==> config.mk <==
export PLATFORM = sky130hd
export DESIGN_NAME = bf_program_loader_flat
export DESIGN_NICKNAME = d
export VERILOG_FILES = /design/src/rtl/bf_pkg.sv /design/src/rtl/bf_program_loader_if.sv /design/src/rtl/bf_bracket_tracker.sv /design/src/rtl/bf_program_loader.sv /design/src/flat_wrapper.sv
export SDC_FILE = /design/constraint.sdc
export NUM_CORES = 1
export LEC_CHECK = 0
export CORE_ASPECT_RATIO = 0.5
export CORE_UTILIZATION = 45
export CTS_CLUSTER_DIAMETER = 40
export DETAILED_ROUTE_END_ITERATION = 8
export PLACE_DENSITY = 0.78
export SETUP_SLACK_MARGIN = 0.1
export SLEW_MARGIN = 20
export SYNTH_ARGS = -nofsm -noshare
export SYNTH_HDL_FRONTEND = slang
export SYNTH_SLANG_ARGS = --single-unit
==> constraint.sdc <==
create_clock -name clk -period 5.3 [get_ports clk]
set_input_delay 0.795 -clock clk [delete_from_list [all_inputs] [get_ports clk]]
set_output_delay 0.795 -clock clk [all_outputs]
set_load 0.005 [all_outputs]
==> src/rtl/bf_pkg.sv <==
// Shared brainfuck definitions: command byte encodings, loader states and
// the command-character classifier used by the loader and fetch side.
package bf_pkg;

    localparam logic [7:0] CMD_INC   = 8'h2B;
    localparam logic [7:0] CMD_DEC   = 8'h2D;
    localparam logic [7:0] CMD_LEFT  = 8'h3C;
    localparam logic [7:0] CMD_RIGHT = 8'h3E;
    localparam logic [7:0] CMD_OUT   = 8'h2E;
    localparam logic [7:0] CMD_IN    = 8'h2C;
    localparam logic [7:0] CMD_LOOP  = 8'h5B;
    localparam logic [7:0] CMD_END   = 8'h5D;
    localparam logic [7:0] CMD_HALT  = 8'h00;

    typedef enum logic [1:0] {
        ST_IDLE,
        ST_LOAD,
        ST_TERM,
        ST_DONE
    } load_state_e;

    function automatic logic is_command(input logic [7:0] b);
        case (b)
            CMD_INC, CMD_DEC, CMD_LEFT, CMD_RIGHT,
            CMD_OUT, CMD_IN, CMD_LOOP, CMD_END: return 1'b1;
            default:                            return 1'b0;
        endcase
    endfunction

endpackage

==> src/rtl/bf_program_loader_if.sv <==
// Host-stream, program-RAM write and status signals of the program loader.
// master = host/bench side, slave = loader.
interface bf_program_loader_if #(
    parameter int ADDR_WIDTH = 4
);
    logic                  start;
    logic [7:0]            in_data;
    logic                  in_valid;
    logic                  in_last;
    logic                  in_ready;
    logic                  mem_we;
    logic [ADDR_WIDTH-1:0] mem_addr;
    logic [7:0]            mem_wdata;
    logic                  busy;
    logic                  done;
    logic                  err_overflow;
    logic                  err_unbalanced;
    logic [ADDR_WIDTH:0]   prog_len;

    modport master (
        output start, in_data, in_valid, in_last,
        input  in_ready, mem_we, mem_addr, mem_wdata, busy, done,
               err_overflow, err_unbalanced, prog_len
    );

    modport slave (
        input  start, in_data, in_valid, in_last,
        output in_ready, mem_we, mem_addr, mem_wdata, busy, done,
               err_overflow, err_unbalanced, prog_len
    );
endinterface

==> src/rtl/bf_bracket_tracker.sv <==
// Bracket nesting counter with a sticky unbalanced flag; reusable by any
// block that walks a command stream in order.
module bf_bracket_tracker #(
    parameter int DEPTH_WIDTH = 4
) (
    input  logic                   clk,
    input  logic                   rst_n,
    input  logic                   clear,
    input  logic                   push,
    input  logic                   pop,
    input  logic                   check_zero,
    output logic [DEPTH_WIDTH-1:0] depth,
    output logic                   unbalanced
);
    localparam logic [DEPTH_WIDTH-1:0] DEPTH_MAX = '1;

    always_ff @(posedge clk or negedge rst_n) begin
        if (!rst_n) begin
            depth      <= '0;
            unbalanced <= 1'b0;
        end else if (clear) begin
            depth      <= '0;
            unbalanced <= 1'b0;
        end else begin
            // Overflowing or underflowing depth leaves it pinned and flags the error.
            if (push) begin
                if (depth == DEPTH_MAX) unbalanced <= 1'b1;
                else                    depth      <= depth + 1'b1;
            end else if (pop) begin
                if (depth == '0) unbalanced <= 1'b1;
                else             depth      <= depth - 1'b1;
            end
            if (check_zero && depth != '0) unbalanced <= 1'b1;
        end
    end
endmodule

==> src/rtl/bf_program_loader.sv <==
// Filters a host byte stream down to brainfuck commands, writes them into
// program RAM with a trailing 0x00 terminator, and reports length/errors.
module bf_program_loader
    import bf_pkg::*;
#(
    parameter int ADDR_WIDTH  = 4,
    parameter int DEPTH_WIDTH = 4
) (
    input  logic                 clk,
    input  logic                 rst_n,
    bf_program_loader_if.slave   bus
);
    localparam logic [ADDR_WIDTH-1:0] PTR_LAST = '1;

    load_state_e           state, state_next;
    logic [ADDR_WIDTH-1:0] ptr;
    logic                  in_ready;
    logic                  accept, cmd, full, write_cmd, load_start;
    logic                  err_overflow;
    logic [ADDR_WIDTH:0]   prog_len;
    logic                  mem_we;
    logic [ADDR_WIDTH-1:0] mem_addr;
    logic [7:0]            mem_wdata;
    logic [DEPTH_WIDTH-1:0] depth;
    logic                  unbalanced;

    always_ff @(posedge clk or negedge rst_n) begin
        if (!rst_n) state <= ST_IDLE;
        else        state <= state_next;
    end

    always_comb begin
        state_next = state;
        in_ready   = 1'b0;
        case (state)
            ST_IDLE, ST_DONE: if (bus.start) state_next = ST_LOAD;
            ST_LOAD: begin
                in_ready = 1'b1;
                if (bus.in_valid && bus.in_last) state_next = ST_TERM;
            end
            ST_TERM: state_next = ST_DONE;
            default: state_next = ST_IDLE;
        endcase
    end

    assign accept     = bus.in_valid && in_ready;
    assign cmd        = is_command(bus.in_data);
    // The last slot is kept free for the terminator.
    assign full       = (ptr == PTR_LAST);
    assign write_cmd  = accept && cmd && !full;
    assign load_start = bus.start && (state == ST_IDLE || state == ST_DONE);

    always_ff @(posedge clk or negedge rst_n) begin
        if (!rst_n) begin
            ptr          <= '0;
            err_overflow <= 1'b0;
            prog_len     <= '0;
            mem_we       <= 1'b0;
            mem_addr     <= '0;
            mem_wdata    <= '0;
        end else begin
            mem_we <= write_cmd || (state == ST_TERM);
            if (load_start) begin
                ptr          <= '0;
                err_overflow <= 1'b0;
                prog_len     <= '0;
            end
            if (write_cmd) begin
                mem_addr  <= ptr;
                mem_wdata <= bus.in_data;
                ptr       <= ptr + 1'b1;
            end
            if (accept && cmd && full) err_overflow <= 1'b1;
            if (state == ST_TERM) begin
                mem_addr  <= ptr;
                mem_wdata <= CMD_HALT;
                prog_len  <= {1'b0, ptr};
            end
        end
    end

    bf_bracket_tracker #(.DEPTH_WIDTH(DEPTH_WIDTH)) u_brackets (
        .clk        (clk),
        .rst_n      (rst_n),
        .clear      (load_start),
        .push       (write_cmd && bus.in_data == CMD_LOOP),
        .pop        (write_cmd && bus.in_data == CMD_END),
        .check_zero (state == ST_TERM),
        .depth      (depth),
        .unbalanced (unbalanced)
    );

    assign bus.in_ready       = in_ready;
    assign bus.mem_we         = mem_we;
    assign bus.mem_addr       = mem_addr;
    assign bus.mem_wdata      = mem_wdata;
    assign bus.busy           = (state == ST_LOAD) || (state == ST_TERM);
    assign bus.done           = (state == ST_DONE);
    assign bus.err_overflow   = err_overflow;
    assign bus.err_unbalanced = unbalanced;
    assign bus.prog_len       = prog_len;
endmodule

==> src/flat_wrapper.sv <==
// flat-port wrapper written by rule: the top's interface ports become plain ports
module bf_program_loader_flat import bf_pkg::*;
#(
    parameter int ADDR_WIDTH  = 4,
    parameter int DEPTH_WIDTH = 4
)
  (clk, rst_n, bus_start, bus_in_data, bus_in_valid, bus_in_last, bus_in_ready, bus_mem_we, bus_mem_addr, bus_mem_wdata, bus_busy, bus_done, bus_err_overflow, bus_err_unbalanced, bus_prog_len);
  bf_program_loader_if #(.ADDR_WIDTH(ADDR_WIDTH)) bus_i ();
  input  logic clk;
  input  logic rst_n;
  input wire logic [$bits(bus_i.start)-1:0] bus_start;
  input wire logic [$bits(bus_i.in_data)-1:0] bus_in_data;
  input wire logic [$bits(bus_i.in_valid)-1:0] bus_in_valid;
  input wire logic [$bits(bus_i.in_last)-1:0] bus_in_last;
  output wire logic [$bits(bus_i.in_ready)-1:0] bus_in_ready;
  output wire logic [$bits(bus_i.mem_we)-1:0] bus_mem_we;
  output wire logic [$bits(bus_i.mem_addr)-1:0] bus_mem_addr;
  output wire logic [$bits(bus_i.mem_wdata)-1:0] bus_mem_wdata;
  output wire logic [$bits(bus_i.busy)-1:0] bus_busy;
  output wire logic [$bits(bus_i.done)-1:0] bus_done;
  output wire logic [$bits(bus_i.err_overflow)-1:0] bus_err_overflow;
  output wire logic [$bits(bus_i.err_unbalanced)-1:0] bus_err_unbalanced;
  output wire logic [$bits(bus_i.prog_len)-1:0] bus_prog_len;
  assign bus_i.start = bus_start;
  assign bus_i.in_data = bus_in_data;
  assign bus_i.in_valid = bus_in_valid;
  assign bus_i.in_last = bus_in_last;
  assign bus_in_ready = bus_i.in_ready;
  assign bus_mem_we = bus_i.mem_we;
  assign bus_mem_addr = bus_i.mem_addr;
  assign bus_mem_wdata = bus_i.mem_wdata;
  assign bus_busy = bus_i.busy;
  assign bus_done = bus_i.done;
  assign bus_err_overflow = bus_i.err_overflow;
  assign bus_err_unbalanced = bus_i.err_unbalanced;
  assign bus_prog_len = bus_i.prog_len;
  bf_program_loader #(.ADDR_WIDTH(ADDR_WIDTH), .DEPTH_WIDTH(DEPTH_WIDTH)) u_core (.clk(clk), .rst_n(rst_n), .bus(bus_i));
endmodule
# Yosys cells after proc, flatten, opt, wreduce, memory -nomap -nowiden
# Cells that the tools add are included.
# totals
reg_bits	30
latchBits	0
ram_bits	0
rom_bits	0
wordCells	84
memories	0
# op_classes
addsub	3
n_mul	0
div_mod_pow	0
order_cmp	0
n_eq_ne	18
shift	0
mux	26
bitwise_logic	0
n_reduce_logical	28
# op_table
operator	count
$eq A8 B6 Y1 const B	6
$mux W4	9
$eq A8 B7 Y1 const B	2
$mux W8	2
$reduce_bool A4 Y1	3
$mux W1	10
$mux W5	2
$logic_and A1 B1 Y1	9
$add A4 B1 Y4 const B	2
$eq A4 B4 Y1 const B	2
$reduce_bool A2 Y1	4
$reduce_or A8 Y1	1
$ne A3 B2 Y1 const B	2
$pmux W2 S3	1
$reduce_and A3 Y1	2
$eq A2 B2 Y1 const B	2
$logic_not A4 Y1	1
$mux W2	2
$ne A4 B1 Y1 const B	1
$sub A4 B1 Y4 const B	1
$logic_or A1 B1 Y1	3
$reduce_bool A3 Y1	1
$eq A2 B1 Y1 const B	1
$logic_not A2 Y1	1
5 further kinds	5

# Longest topological paths before layout
# Gate-level depths: netlist (run 1).
# logic_depth
word_depth	10
depth_mapped	10
depth_no_buf	10

# Modules after synthesis
# Synthesis (run 1) repeated with hierarchy kept, for this count alone.
# unflattened
hier_cells	147
hier_area_um2	1535.2
# by_module_without_submodules
mod	n_inst	cells_each	area_per_inst_um2	seq_area_each_um2
bf_program_loader	1	108	1177.4	600.6
bf_bracket_tracker	1	39	357.8	125.1

# Worst setup path after synthesis (run 1)
# Ideal clock, no wire load.
# synth_path
kind	in2reg
from	in bus_in_data[2]
to	reg u_core.u_brackets.depth[3]
setup_ns	0.077
t_arrival_ns	2.389
t_required_ns	5.223
path_slack_ns	2.834
stages	8
n_path_buf	0
path_cell_list	and4b_1 > nand4_1 > ha_1 > a31oi_1 > nand2_1 > mux2_1 > or3_1 > a21oi_1
# synth_via
elab_chain_len	8
# synth_lines
item	line	source
from (decl)	flat_wrapper.sv:12	input wire logic [$bits(bus_i.in_data)-1:0] bus_in_data;
$eq A8 B6 Y1, or another cell as far along	bf_pkg.sv:23	case (b)
$reduce_or A8 Y1	bf_pkg.sv:23	
$mux W1	bf_pkg.sv:23	
$logic_and A1 B1 Y1 (2 in series)	bf_program_loader.sv:50	assign write_cmd = accept && cmd && !full;
$logic_and A1 B1 Y1 (on tied branches)	bf_program_loader.sv:86, bf_program_loader.sv:87	
$ne A3 B2 Y1 (no source line), or another cell as far along	--	
$reduce_and A3 Y1 (no source line) or $mux W4 (tied branches)	--	
to (signal assigned)	bf_bracket_tracker.sv:28	else depth <= depth + 1'b1;
to (signal assigned)	bf_bracket_tracker.sv:31	else depth <= depth - 1'b1;
to (decl)	bf_bracket_tracker.sv:12	output logic [DEPTH_WIDTH-1:0] depth,
# Parallel ways exist; a longest one is shown, timed or not.
# A chain may end at the register's enable or synchronous reset.

# Worst setup path in the final report (run 1)
# Same ends and word-level chain as after synthesis.

==> results of run 1 <==
[logic make-up after synthesis]
kind of cell	after synthesis	synth area share, %
AOI/OAI and AO/OA	26	11.3
muxes	13	8.83
buffers and inverters	9	3.24
xor gates and xnor gates	5	2.84
other	1	0.243
DFF	29	47.0
adders and majority gates	6	4.86
and+or+nand+nor	60	21.6
[power breakdown]
part,switching (mW),total [mW],internal (mW)
clock,0.0920,0.245,0.153
combinational,0.0901,0.177,0.0869
sequential,0.0137,0.254,0.241
[worst paths after layout]
| path | end | slack, ps |
|---|---|---|
| min in group asynchronous | u_core.bus.mem_wdata[7] | 890 |
| hold reg to reg | u_core.bus.mem_wdata[7] | 480 |
| setup reg to reg | u_core.u_brackets.depth[3] | 2720 |
| max in group asynchronous | u_core.u_brackets.depth[0] | 4130 |
| setup / recovery | u_core.u_brackets.depth[3] | 2380 |
| hold / removal | u_core.bus.mem_wdata[7] | 480 |
[through the flow]
| stage | cell area (sq um) | power, mW | instances | util [%] |
|---|---|---|---|---|
| 2_1_floorplan | 1540 | 0.342 | 149 | - |
| 5_1_grt | 2030 | 0.708 | 227 | 64.6 |
| 6_report | 2030 | 0.676 | 227 | 64.6 |
| 3_5_place_dp | 1910 | 0.436 | 219 | 60.8 |
| 4_1_cts | 2030 | 0.682 | 227 | 64.6 |
| 3_3_place_gp | 1910 | 0.431 | 219 | 60.8 |
[per-layer routing]
layer / part of all wire (%) / global-route usage [%] / wire, microns
met1: 47 / 25.9 / 1590
met3: 2.4 / 6.48 / 82
met4: 1.1 / 6.78 / 36
met5: 0 / 0 / 0
met2: 50 / 34.0 / 1700
[cell type report]
type | count | area [sq um]
Sequential cell | 29 | 726
Timing Repair Buffer | 35 | 348
Clock inverter | 2 | 37.5
Clock buffer | 6 | 82.6
Multi-Input combinational cell | 111 | 768
Tap cell | 40 | 50.0
Inverter | 4 | 15.0
Fill cell | 233 | 1110
[cell usage in the layout (no fill, tap or decap), types with 5 or more instances in the layout]
master and n:
nor2_1 13, a21oi_1 5, clkbuf_8 6, nand2_1 21, clkdlybuf4s50_1 34, dfrtp_1 29
o21ai_0 11, ha_1 6, mux2i_1 8
[registers in the layout, indices dropped and copies added (netlist names)]
signal	cells
u_core.u_brackets.unbalanced	1
u_core.bus.prog_len	4
u_core.bus.mem_addr	4
u_core.bus.mem_we	1
u_core.bus.mem_wdata	8
u_core.u_brackets.depth	4
u_core.ptr	4
u_core.bus.err_overflow	1
u_core.state	2
==> qor.csv, run 1 <==
metric;value;unit
cts_sinks;29;
dpl.hpwl;2360;microns
synth.distinct_cells;42;
slew_headroom;47.7;%
p_leak;0.903;nW
syn-cell-area;1540;sq um
skew;6.57;ps
antenna_cells;0;
maxSlewViolCount;0;
yosysMostFrequentCell;dfrtp_1;
crit_family;simple AND/OR/NAND/NOR gates;
clkTransAtPathRegs;70;ps
cts_tree;done;
endpoint_kind;flop;
syn_avg_cell_area;10.4;sq um
hold_depth;1;
r2r_cells;10;
pin_count;36;
holdCritStartpoint;u_core.bus.mem_wdata[7];
yosysWarnings;0;
grt_max_degree;30;
port_buffers;34;
vias;1222;
cp.depth;9;
post_cts_buffers;0;
die_x;84.8;microns
hold_class;reg -> reg;
crit_chain;clkdlybuf4s50_1 -> and4b_1 -> nand4_1 -> ha_1 -> a31oi_1 -> nand2_1 -> mux2_1 -> or3_1 -> a21oi_1;
worst_path_max_delay_cell;clkdlybuf4s50_1;
synthTopCellsByCount;29 x dfrtp_1, 21 x nand2_1, 13 x nor2_1;
drv_cap;0;
cts_buffers;5;
netlist_top_cells_area;dfrtp_1 47%, mux2i_1 5.2%, nand2_1 5.1%;
drc;0;
crit_start;bus_in_data[2];
drt_pass1_iterations;4;
die-area;3680;sq um
wl;3410;microns
fin_nets;205;
rows;14;
period_share;55.0;%
insertion_delay;290;ps
synthFlopType;dfrtp_1;
worst_ep_required_time;5520;ps
hold_viol;0;
die_h;43.4;microns
postSynthCellCount;149;
finalSetupViolCount;0;
ys_seq_area_share;47.0;%
post_cts_resized;0;
place_ws;2100;ps
synth_top_area_share;47.0;%
timing.rr.start;u_core.state[1];
synthesis.nets;168;
fmax;343;MHz
root_buffer;clkbuf_8;
core-area;3140;sq um
grt_pass1_wl;5650;microns
final.setup.tns;0;ps
timing.final.ws_setup;2380;ps
grt_overflow;0;
period_needed;2920;ps
slowest_delay;530;ps
final_antenna_net_count;0;
arrival;3130;ps
p_per_area;334;nW/um^2
fin_hold_ws;485;ps
path_buf_inv;1;
async_flop_share;100;%
clockBufferDepth;2;
start_util;49.2;%
peakVddDrop;0.000134;V
antenna_found_initial;0;
grtUsageTotal;20.4;%
cts_hold_buffers;0;
post_drt_wl_per_cell;15.0;microns
crit_fanout;6;
place.gp.congestion;0.751;
yosysTopAreaCell;dfrtp_1;
drive_above_1_share;12.3;%
cp-start-kind;input pin;
vias_per_cell;5.38;
area_delta_synth_final;31.3;%
outcome;finished, final reports clean;
rsz0062_at_grt;no;
grt_pass1_vias;1162;
path_class;in -> reg;
drt_iter0_drc;44;
synth-seq-cells;29;
h-tree-depth;2;
tightestPinTransition;785;ps
synth_edf_count;0;
(Power assumes the default switching activity.)
==> run 2, diff against run 1 <==
- clock period: 5.3 -> 2.7 ns (I/O delays scaled with it)
==> run 2 against run 1 <==
Final area rose by 4.9%. Combinational power rose by 110%. Sequential power rose by 96%. Final cell count rose by 4.4%. Die area did not move. Critical path depth rose by 1. Utilization rose by 3.2 points. Largest cell class unchanged. Largest power group unchanged. Highest routed layer unchanged.
==> qor.csv, run 2 (synthesis results as in run 1) <==
metric;value;unit;change
p_comb_share;27.6;%;+1.4 points
pin_count;36;;unchanged
layout_commonest_cell;clkdlybuf4s50_1;;
period_share;90.4;%;
final_antenna_net_count;0;;unchanged
arrival;2660;ps;-470 ps
finalSetupViolCount;0;;unchanged
n_fill_cell;223;;-4.3%
path_class;reg -> reg;;
clockBufferDepth;2;;unchanged
cts_hold_buffers;0;;unchanged
grt_overflow;0;;unchanged
top_register;u_core.bus.mem_wdata;;
grtUsageTotal;20.8;%;+0.37 points
die_x;84.8;microns;unchanged
grt_max_degree;30;;unchanged
grt_pass1_vias;1192;;+2.6%
worst_ep_required_time;2920;ps;-2600 ps
slowest_delay;420;ps;-110 ps
maxSlewViolCount;0;;unchanged
peakVddDrop;0.000282;V;+110%
hold_viol;0;;unchanged
vias;1255;;+2.7%
utilization;67.8;%;+3.2 points
root_buffer;clkbuf_8;;
internal_power;960;uW;+100%
drt_pass1_iterations;4;;unchanged
clkTransAtPathRegs;70;ps;about the same
crit_start;u_core.state[1];;
antenna_cells;0;;unchanged
cp-start-kind;flop;;
cts_tree;done;;
r2r_cells;10;;unchanged
antenna_found_initial;0;;unchanged
pwr-share-seq;37.1;%;-0.5 points
cts_buffers;5;;unchanged
hold-path-endpoint;u_core.bus.mem_wdata[7];;
outcome;finished, final reports clean;;
area_delta_synth_final;37.7;%;
post_drt_wl_per_cell;14.6;microns;-3.1%
port_buffers;34;;unchanged
vias_per_cell;5.30;;-1.6%
drive_above_1_share;18.3;%;+6.0 points
place_inst;229;;+4.6%
period_needed;2440;ps;
fin_nets;215;;+4.9%
fin_hold_ws;494;ps;+9.49 ps
r2r_slack;260;ps;-2460 ps
timing.rr.start;u_core.state[1];;
p_per_area;631;nW/um^2;+89%
final_cell_mix;34 x clkdlybuf4s50_1, 29 x dfrtp_1, 21 x nand2_1;;
wl;3450;microns;+1.1%
cts_sinks;29;;unchanged
start_util;49.2;%;unchanged
die-area;3680;sq um;unchanged
drv_cap;0;;unchanged
grt_pass1_wl;5690;microns;+0.73%
endpoint_kind;flop;;
dpl.hpwl;2420;microns;+2.5%
largest_reg_flops;8;;unchanged
final.setup.tns;0;ps;unchanged
skew;5.45;ps;-1.12 ps
fmax;410;MHz;
hold_class;reg -> reg;;
drt_iter0_drc;35;;-20%
holdCritStartpoint;u_core.bus.mem_wdata[7];;
h-tree-depth;2;;unchanged
place.gp.congestion;0.835;;+11%
clock_power_share;35.3;%;-0.9 points
crit_chain;inv_1 -> ha_1 -> and4b_1 -> nand4_1 -> ha_4 -> a31oi_2 -> nand2_1 -> mux2_1 -> or3_1 -> a21oi_1;;
rows;14;;unchanged
die_h;43.4;microns;unchanged
drc;0;;unchanged
hold_depth;1;;unchanged
rsz0062_at_grt;no;;
r2r_end;u_core.u_brackets.depth[3];;
switching_share;28.4;%;-0.51 points
core-area;3140;sq um;unchanged
insertion_delay;290;ps;about the same
crit_fanout;5;;-1
worst_path_max_delay_cell;dfrtp_1;;
p_sw;382;uW;+95%
p_leak;0.955;nW;+5.7%
fin_cells;237;;+4.4%
[run 2: per-stage QoR]
stage | worst slack, ps | instance area, sq um | power (mW)
floorplan | 359 | 1540 | 0.671
global placement | 113 | 1980 | 0.870
detailed placement | 17.4 | 1980 | 0.874
CTS | 242 | 2100 | 1.35
global route | 102 | 2130 | 1.42
finish | 258 | 2130 | 1.34
[run 2: worst max path at each step]
| stage | slack [ps] | end | cells past startpoint |
|---|---|---|---|
| 2_1_floorplan | 360 | u_core.u_brackets.depth[3] | 10 |
| 3_5_place_dp | 20 | u_core.u_brackets.depth[3] | 9 |
| 3_3_place_gp | 110 | u_core.u_brackets.depth[3] | 9 |
| 4_1_cts | 240 | u_core.u_brackets.depth[3] | 9 |
| 5_1_grt | 100 | u_core.u_brackets.depth[3] | 10 |
| 6_report | 260 | u_core.u_brackets.depth[3] | 10 |
[run 2: layout make-up]
cell class / instances / area (sq um) / area share [%]
repair buffers: 45 / 423 / 19.9
clock inverters: 2 / 37.5 / 1.77
inverters: 4 / 15.0 / 0.706
clock buffers: 6 / 82.6 / 3.88
multi-input cells: 111 / 792 / 37.3
well taps: 40 / 50.0 / 2.35
flip-flops and latches: 29 / 726 / 34.1
[run 2: worst max-delay path, delay by kind of cell (launching register included)]
family                     cells  cell delay, ps
AOI/OAI and AO/OA              2             330
muxes                          1             320
and+or+nand+nor                4             790
DFF                            1             420
buffers and inverters          1              70
adders and majority gates      2             420
[run 2: timing repair]
item | 4_1_cts | 5_1_grt
resized for setup | 0 | 3
setup buffers | 0 | 0
setup endpoints to repair | 0 | 1
[run 2: power by group through the flow]
| stage | sequential, mW | clock (mW) | combinational (mW) |
|---|---|---|---|
| floorplan | 0.505 | 0 | 0.165 |
| global placement | 0.506 | 0 | 0.364 |
| detailed placement | 0.506 | 0 | 0.368 |
| CTS | 0.498 | 0.480 | 0.371 |
| global route | 0.502 | 0.504 | 0.410 |
| finish | 0.498 | 0.473 | 0.370 |
[run 2: metal layers]
layer	global-route usage, %	vias to the layer above	wire (microns)
met2	33.7	24	1610
met4	8.14	0	70
met1	27.5	606	1620
met3	5.33	9	146
met5	0	-	0
li1	-	616	-
==> run 3, diff against run 2 <==
- GPL_TIMING_DRIVEN: not set -> 0
==> run 3 against run 2 <==
Clock skew increased by 3.0 ps. Critical path type is now in -> reg. Via count decreased by 3.0%. Maximum frequency decreased by 3.1%.
==> qor.csv, run 3 (synthesis results as in run 1) <==
metric;value;unit;change
outcome;finished, final reports clean;;
drive_above_1_share;15.2;%;-3.1 points
peakVddDrop;0.000354;V;+26%
post_cts_buffers;0;;unchanged
slew_headroom;56.5;%;
grtUsageTotal;20.4;%;-0.38 points
r2r_slack;200;ps;-60 ps
core-area;3140;sq um;unchanged
area_delta_synth_final;34.7;%;
grt_overflow;0;;unchanged
die_h;43.4;microns;unchanged
post_drt_wl_per_cell;14.9;microns;+2.5%
period_needed;2520;ps;+78.4 ps
place.gp.congestion;0.758;;-9.2%
grt_pass1_wl;5630;microns;-1.1%
largest_reg_flops;8;;unchanged
r2r_end;u_core.u_brackets.depth[3];;
vias;1217;;-3.0%
cts_tree;done;;
cp.depth;9;;-1
insertion_delay;290;ps;about the same
vias_per_cell;5.27;;-0.51%
clockBufferDepth;2;;unchanged
slowest_delay;570;ps;+150 ps
layout_commonest_cell;clkdlybuf4s50_1;;
worst_ep_required_time;2910;ps;about the same
h-tree-depth;2;;unchanged
worst_path_max_delay_cell;clkdlybuf4s50_1;;
top_register;u_core.bus.mem_wdata;;
cp-start-kind;input pin;;
wl_met2;1670;microns;+3.2%
start_util;49.2;%;unchanged
dpl.hpwl;2350;microns;-2.6%
drt_iter0_drc;44;;+26%
wl;3450;microns;about the same
port_buffers;34;;unchanged
rsz0062_at_grt;no;;
clkTransAtPathRegs;70;ps;about the same
finalSetupViolCount;0;;unchanged
fin_nets;209;;-2.8%
drv_cap;0;;unchanged
maxSlewViolCount;0;;unchanged
crit_chain;clkdlybuf4s50_1 -> and3b_1 -> nand4_1 -> ha_4 -> a31oi_1 -> nand2_1 -> mux2_1 -> or3_1 -> a21oi_1;;
arrival;2730;ps;+70 ps
skew;8.40;ps;+2.95 ps
final_antenna_net_count;0;;unchanged
grt_max_degree;30;;unchanged
post_cts_resized;0;;unchanged
cts_sinks;29;;unchanged
drt_pass1_iterations;4;;unchanged
endpoint_kind;flop;;
grt_pass1_vias;1175;;-1.4%
p_per_area;646;nW/um^2;+2.4%
cts_hold_buffers;0;;unchanged
r2r_cells;10;;unchanged
cts_buffers;5;;unchanged
n_fill_cell;242;;+8.5%
total_power;1.34;mW;+0.17%
final_cell_mix;31 x clkdlybuf4s50_1, 29 x dfrtp_1, 21 x nand2_1;;
period_share;93.3;%;+2.9 points
rows;14;;unchanged
die_x;84.8;microns;unchanged
drc;0;;unchanged
fmax;397;MHz;-3.1%
die-area;3680;sq um;unchanged
antenna_found_initial;0;;unchanged
fin_cells;231;;-2.5%
hold_viol;0;;unchanged
tightestPinTransition;653;ps;
place_inst;223;;-2.6%
crit_fanout;5;;unchanged
timing.rr.start;u_core.state[1];;
hold_class;in -> async;;
dr_wl_met3;105;microns;-28%
p_leak;0.942;nW;-1.3%
utilization;66.3;%;-1.5 points
met1_length;1640;microns;+1.6%
pin_count;36;;unchanged
path_class;in -> reg;;
fin_hold_ws;142;ps;-352 ps
crit_family;simple AND/OR/NAND/NOR gates;;
antenna_cells;0;;unchanged
root_buffer;clkbuf_8;;
dr.max_layer_used;met4;;
path_buf_inv;1;;unchanged
==> run 3: cell type report <==
| type | instances | area (sq um) | area share [%] |
|---|---|---|---|
| sequential | 29 | 726 | 34.9 |
| multi-input combinational | 111 | 793 | 38.1 |
| tap | 40 | 50.0 | 2.41 |
| timing repair buffer | 34 | 340 | 16.4 |
| clock buffer | 6 | 82.6 | 3.97 |
| inverter | 4 | 15.0 | 0.722 |
| buffer | 5 | 35.0 | 1.68 |
| clock inverter | 2 | 37.5 | 1.81 |
==> run 3: layer usage <==
metal / GRT usage (%) / vias up
li1: - / 604
met4: 6.10 / 0
met5: 0 / -
met3: 5.71 / 5
met1: 27.3 / 588
met2: 33.2 / 20
==> run 3: report_power, final <==
| part | switching [mW] | internal (mW) | total, mW |
|---|---|---|---|
| registers | 0.0289 | 0.472 | 0.501 |
| logic | 0.180 | 0.183 | 0.363 |
| clock network | 0.180 | 0.300 | 0.480 |
| total | 0.389 | 0.955 | 1.34 |
==> run 3: worst max path at each step <==
stage | startpoint | to
after detailed placement | bus_in_data[2] | u_core.u_brackets.depth[3]
after global placement | bus_in_data[2] | u_core.u_brackets.depth[3]
after global routing | bus_in_data[0] | u_core.u_brackets.depth[3]
final | bus_in_data[0] | u_core.u_brackets.depth[3]
after CTS | u_core.state[1] | u_core.u_brackets.depth[3]
after floorplan | u_core.state[1] | u_core.u_brackets.depth[3]
==> run 3: worst register-to-register path: stages (launching register included) <==
cell	delay (ps)
dfrtp_1	430
inv_1	110
ha_4	170
and4b_1	250
nand4_1	180
ha_4	290
a31oi_1	200
nand2_1	60
mux2_1	300
or3_1	300
a21oi_1	140
==> run 3: stage by stage <==
stage	setup WS (ps)	area, sq um	setup TNS (ps)
CTS	112	2050	0
global placement	-81.3	1930	-81.3
floorplan	359	1540	0
detailed placement	-165	1930	-165
global route	90.8	2080	0
finish	180	2080	0
